--- config.mk ---
export PLATFORM = sky130hd
export DESIGN_NAME = ram_dp_param
export DESIGN_NICKNAME = d
export VERILOG_FILES = /design/src/rtl/ram_dp_param.sv
export SDC_FILE = /design/constraint.sdc
export NUM_CORES = 1
export LEC_CHECK = 0
export ABC_AREA = 1
export CORE_MARGIN = 3
export CORE_UTILIZATION = 50
export CTS_CLUSTER_SIZE = 16
export DETAILED_ROUTE_END_ITERATION = 8
export PLACE_DENSITY = 0.79
export SYNTH_ARGS = -nofsm -noshare
export SYNTH_HDL_FRONTEND = slang
export SYNTH_SLANG_ARGS = --single-unit
--- constraint.sdc ---
create_clock -name clk -period 2.05 [get_ports clk]
set_input_delay 0.5125 -clock clk [delete_from_list [all_inputs] [get_ports clk]]
set_output_delay 0.5125 -clock clk [all_outputs]
set_load 0.02 [all_outputs]
--- src/rtl/ram_dp_param.sv ---
// ram_dp_param - simple dual-port synchronous RAM, one write port and one
// read port on a single clock.
//
// Parameters:
//   DATA_W   word width in bits (multiple of 8)
//   ADDR_W   address width, depth is 2**ADDR_W
//   RD_LAT   read latency in clock edges (1 or 2)
//   RDW_MODE same-address read/write: 0 = old data, 1 = new (merged) data
//
// Ports:
//   clk        clock, rising edge
//   rst        synchronous reset, active low
//   wr_en      write request
//   wr_addr    write address
//   wr_be      byte-lane write enables, bit k covers din[8k+7:8k]
//   din        write data
//   rd_en      read request
//   rd_addr    read address
//   dout       registered read data, holds its value between reads
//   rd_valid   one-cycle pulse when dout carries data for an accepted read
//   init_busy  high while the array is being zero-filled after reset;
//              both ports are ignored during this time
//
// State table:
//   ST_INIT  | clearing mem[ptr] to zero each cycle, ports ignored
//   ST_READY | normal operation
module ram_dp_param #(
    parameter int DATA_W   = 8,
    parameter int ADDR_W   = 4,
    parameter int RD_LAT   = 1,
    parameter int RDW_MODE = 0
) (
    input  logic                  clk,
    input  logic                  rst,
    input  logic                  wr_en,
    input  logic [ADDR_W-1:0]     wr_addr,
    input  logic [DATA_W/8-1:0]   wr_be,
    input  logic [DATA_W-1:0]     din,
    input  logic                  rd_en,
    input  logic [ADDR_W-1:0]     rd_addr,
    output logic [DATA_W-1:0]     dout,
    output logic                  rd_valid,
    output logic                  init_busy
);

    localparam int DEPTH = 2 ** ADDR_W;
    localparam int NB    = DATA_W / 8;

    typedef enum logic {
        ST_INIT,
        ST_READY
    } state_t;

    state_t              state, state_nx;
    logic [ADDR_W-1:0]   ptr, ptr_nx;
    logic [DATA_W-1:0]   mem [DEPTH];

    logic                wr_go;
    logic                rd_go;
    logic [DATA_W-1:0]   wr_merged;
    logic [DATA_W-1:0]   rd_word;
    logic [DATA_W-1:0]   out_data;
    logic                out_go;

    // ---------------------------------------------------------------
    // Clear-sequencing FSM
    // ---------------------------------------------------------------
    always_ff @(posedge clk) begin
        if (!rst) begin
            state <= ST_INIT;
            ptr   <= '0;
        end else begin
            state <= state_nx;
            ptr   <= ptr_nx;
        end
    end

    always_comb begin
        state_nx = state;
        ptr_nx   = ptr;
        case (state)
            ST_INIT: begin
                ptr_nx = ptr + 1'b1;
                if (ptr == '1) begin
                    state_nx = ST_READY;
                end
            end
            ST_READY: begin
                ptr_nx = '0;
            end
            default: begin
                state_nx = ST_INIT;
                ptr_nx   = '0;
            end
        endcase
    end

    assign init_busy = (state == ST_INIT);
    assign wr_go     = wr_en && (state == ST_READY);
    assign rd_go     = rd_en && (state == ST_READY);

    // ---------------------------------------------------------------
    // Write path: merge enabled byte lanes into the stored word
    // ---------------------------------------------------------------
    always_comb begin
        wr_merged = mem[wr_addr];
        for (int k = 0; k < NB; k++) begin
            if (wr_be[k]) begin
                wr_merged[8*k +: 8] = din[8*k +: 8];
            end
        end
    end

    // The array has no reset; it is only written once rst is high.
    always_ff @(posedge clk) begin
        if (rst) begin
            if (state == ST_INIT) begin
                mem[ptr] <= '0;
            end else if (wr_go) begin
                mem[wr_addr] <= wr_merged;
            end
        end
    end

    // ---------------------------------------------------------------
    // Read path
    // ---------------------------------------------------------------
    // Write-first bypass: a same-edge write to the read address returns
    // the merged word, so unwritten lanes still show the old bytes.
    always_comb begin
        rd_word = mem[rd_addr];
        if ((RDW_MODE == 1) && wr_go && (wr_addr == rd_addr)) begin
            rd_word = wr_merged;
        end
    end

    generate
        if (RD_LAT == 2) begin : g_lat2
            logic [DATA_W-1:0] s1_data;
            logic              s1_valid;

            always_ff @(posedge clk) begin
                if (!rst) begin
                    s1_data  <= '0;
                    s1_valid <= 1'b0;
                end else begin
                    s1_valid <= rd_go;
                    if (rd_go) begin
                        s1_data <= rd_word;
                    end
                end
            end

            assign out_data = s1_data;
            assign out_go   = s1_valid;
        end else begin : g_lat1
            assign out_data = rd_word;
            assign out_go   = rd_go;
        end
    endgenerate

    always_ff @(posedge clk) begin
        if (!rst) begin
            dout     <= '0;
            rd_valid <= 1'b0;
        end else begin
            rd_valid <= out_go;
            if (out_go) begin
                dout <= out_data;
            end
        end
    end

endmodule

# [Word level (Yosys, flattened, before mapping)]
# Memories as Yosys holds them, arrays and structs flattened. A register that Yosys moved wholly into a read port is not among the register bits.
# Index checks and enable logic that the tools add are counted.
[word_totals] register_bits=6 ram_bits=128 in_bits=21 out_inout_bits=10 wordCells=27 memories=1
[memory_table] name="mem" depth=16 width=8 read_ports=1 rd_clocked_by_memory_dff=1 write_ports=1 line="56" rtl="logic [DATA_W-1:0] mem [DEPTH];"
[classes] addsub=1 n_eq_ne=2 muxes=14 bitwise=1 reduce_logical=5
[op_table] cell="$mux W8" count=2
[op_table] cell="$mux W1" count=10
[op_table] cell="$pmux W4 S2" count=1
[op_table] cell="$reduce_or A8 Y1" count=1
[op_table] cell="$add A4 B1 Y4 const B" count=1
[op_table] cell="$eq A4 B4 Y1 const B" count=1
[op_table] cell="$mux W4" count=1
[op_table] cell="$logic_and A1 B1 Y1" count=2
[op_table] cell="$reduce_and A2 Y1" count=1
[op_table] cell="$logic_not A1 Y1" count=1
[op_table] cell="$ne A1 B1 Y1 const B" count=1
[op_table] cell="$not A1 Y1" count=1

# [Longest topological paths before layout]
[logic_depth] depth_word=8 depth_mapped=10 depth_no_buf=9

# [Least setup slack after synthesis]
# OpenSTA, ideal clock, no wires.
[synth_timing] kind="input-to-reg" start="input port wr_be" end="memory mem[4][0] (enable)" setup_time_ns=0.370 t_arrival_ns=1.514 required_ns=1.680 setup_slack_ns=0.166 cell_stages=6 path_buffers=0 cell_sequence="nand2_1 > nor2_8 > nor2_1 > inv_2 > nand3_1 > nor2_1"
[synth_via] elab_chain_len=4
[synth_rtl] element="start, declared" line="37" rtl="input logic [DATA_W/8-1:0] wr_be,"
[synth_rtl] element="$ne A1 B1 Y1 (no source line) *"
[synth_rtl] element="$reduce_and A2 Y1 (no source line) *"
[synth_rtl] element="$reduce_or A8 Y1 (no source line)"
[synth_rtl] element="$mux W4 (no source line) / $mux W1 (equally long branches)"
[synth_rtl] element="end, declared" line="56"
# Every way passes the cells marked *; elsewhere a longest branch is shown, timed or not.

# [Worst setup path in the final report]
[layout_timing] start="input port rst" end="memory mem[4][3] (enable)"
[layout_via] elab_chain_len=5
[layout_rtl] element="start, declared" line="34" rtl="input logic rst,"
[layout_rtl] element="$mux W1" line="116" rtl="if (rst) begin"
[layout_rtl] element="$mux W1 (not written as such)" line="120" rtl="mem[wr_addr] <= wr_merged;"
[layout_rtl] element="$reduce_and A2 Y1 (no source line)"
[layout_rtl] element="$reduce_or A8 Y1 (no source line)"
[layout_rtl] element="$mux W4 (no source line) / $mux W1 (equally long branches)"
# Parallel ways exist; a longest one is shown, timed or not.

==> results.cfg <==
[layout]
fillers = 833
syn2layout_area_growth_pct = 21.7
instances_no_fill = 767
num_antenna_cells = 0
utilization_pct = 62.9
fin_nets = 633
drive_gt1_share_pct = 14.4

[worst_hold_path]
hold_path.class = reg -> reg

[clock_tree]
numCtsBuffers = 17
clkLatencyLatePin_ns = 0.42
cts_resized = 0
cts.clk_slew.worst_paths_ns = 0.06
clock_sinks = 142
clock_path_buffers = 2
cts_root_buffer = clkbuf_16
cts_tree = yes
cts.htree.levels = 4
cts.hold.buffers_added = 0
cts_setup_buffers = 0

[setup_path]
cp-start-kind = input pin
arrival_ns = 2.08
cp.required_ns = 2.17
critical_path_class = in -> reg
path_max_fanout = 10
cp-end-kind = flop

[routing]
drt-vias-per-instance = 5.43
firstDrtPassIters = 6
drt_wl_total_mm = 13.6
vias = 4166
drtAntennaViolNets = 0
drc = 0
drt_iter0_markers = 578
routedWlPerCell_um = 17.7

[power_and_ir_drop]
power_frac_seq_pct = 48.7
switching_share_pct = 21.7
power_density_mw_per_mm2 = 892
p_int_w = 0.00507
combPwrFrac_pct = 5.2
p_sw_w = 0.00141
leakage_nw = 2.94
power.share.clock_pct = 46.1
peakVddDrop_mv = 0.777

[global_routing]
grt_pass1_vias = 4155
grt_pass1_wl_mm = 21.4
antenna_found_initial = 0
grt_max_degree = 37
track_usage_pct = 21.9
overflow = 0

[yosys]
yosys.area.top_type = edfxtp_1
synth-seq-cells = 142
synth.avg_cell_area_sq_um = 10.9
yosysSeqAreaShare_pct = 69.0
synthTopCellsByArea = edfxtp_1, nand2_1, nand3_1
synth_top_area_share_pct = 64.3
syn_nets = 571
yosysMostFrequentCell = nand2_1
synth-async-reset-ratio_pct = 0
yosys.cell_types.count = 21
netlist_area_sq_mm = 0.00597
ys_top_cells_by_count = nand2_1, edfxtp_1, nand3_1, nor2_1, inv_1
synth_ff_type = edfxtp_1
synth_cells = 549
synth_edf_count = 128
synth_warnings = 0

[die]
die_w_um = 115
core_sq_mm = 0.0116
io_pins = 31
num_rows = 39
die_y_um = 115
dieArea_sq_mm = 0.0133
start_util_pct = 51.7

[sta]
setup_violations = 0
final.setup_skew_ns = 0.00767
setup_tns_ns = 0
drv_slew = 0
fin_crit_ns = 1.96
holdWs_ns = 0.491
period_share_pct = 95.7
timing_hold_violations_final = 0
slew_headroom_pct = 67.8
tightest_slew_ns = 0.483
fmax_ghz = 0.510
rsz0062_at_grt = false

[placement]
place.port_buffers = 30
gp_congestion = 0.824
placed_cells_incl_taps = 735
hpwl_mm = 8.92

[status]
status = completed

[job]
max_cap_viol_count = 0
[layer usage]
layer  wire (um)  track usage (%)
met2        6710             36.0
met5           0                0
met3        1030             5.47
met4         487             10.6
met1        5330             27.2
[worst max-delay path: stages]
cell and delay (ns):
clkdlybuf4s50_1 0.48, nand2_1 0.13, nor2_8 0.19, nand2_1 0.09, o21ai_2 0.10, nand3_1 0.16
nor2_1 0.21, buf_4 0.21
[cell families (layout without fill, tap and decap cells)]
logic type	Yosys count	count (layout)	share of synthesized area, %
compound gates	7	7	0.838
xor+xnor	1	1	0.147
fa+ha+maj	1	1	0.209
buf+inv	61	136	5.28
flops	142	142	69.0
simple gates	337	337	24.5
[area by class of cell]
cell class	instances	area (sq um)	share of cell area, %
inverter	35	131	1.81
tap	143	179	2.46
clock inverter	15	161	2.22
multi-input combinational	346	1540	21.1
sequential	142	4120	56.7
clock buffer	17	425	5.85
timing repair buffer	69	713	9.81
[sequential cells by signal, indices dropped and copies added (netlist names)]
register / cells
dout: 8
rd_valid: 1
ptr: 4
state: 1
mem: 128
[layout by cell type (no fill, tap or decap), drive strengths merged]
cell type	synthesis	routed
ha	1	1
o21ai	5	5
clkinvlp	0	4
edfxtp	128	128
bufinv	0	2
clkdlybuf4s50	0	29
dfxtp	14	14
nand3	110	110
nor2	43	43
nor3	4	4
clkinv	0	5
clkbuf	5	17
nand2	180	180
xnor2	1	1
inv	35	39
buf	21	40
a21oi	2	2
[power groups by stage]
stage	logic, W	registers, W	clock network, W
2_1_floorplan	0.000219	0.00321	0
3_3_place_gp	0.000319	0.00322	0
3_5_place_dp	0.000330	0.00322	0
4_1_cts	0.000332	0.00316	0.00301
5_1_grt	0.000369	0.00316	0.00313
6_report	0.000334	0.00316	0.00299
[through the flow]
stage          power, W  instance area, sq um  worst slack [ns]
2_1_floorplan   0.00343                  5970             0.166
3_3_place_gp    0.00354                  6680            -0.283
3_5_place_dp    0.00355                  6680            -0.334
4_1_cts         0.00651                  7270            0.0800
5_1_grt         0.00666                  7270            0.0116
6_report        0.00648                  7270            0.0890
[final timing paths]
path              startpoint        end  slack, ns  depth (start not counted)
hold reg to reg       ptr[0]     ptr[0]       0.49                          1
setup reg to reg       state  mem[4][3]       0.29                          7
setup / recovery         rst  mem[4][3]       0.09                          8
hold / removal        ptr[0]     ptr[0]       0.49                          1
Power figures use the tool's default switching activity.
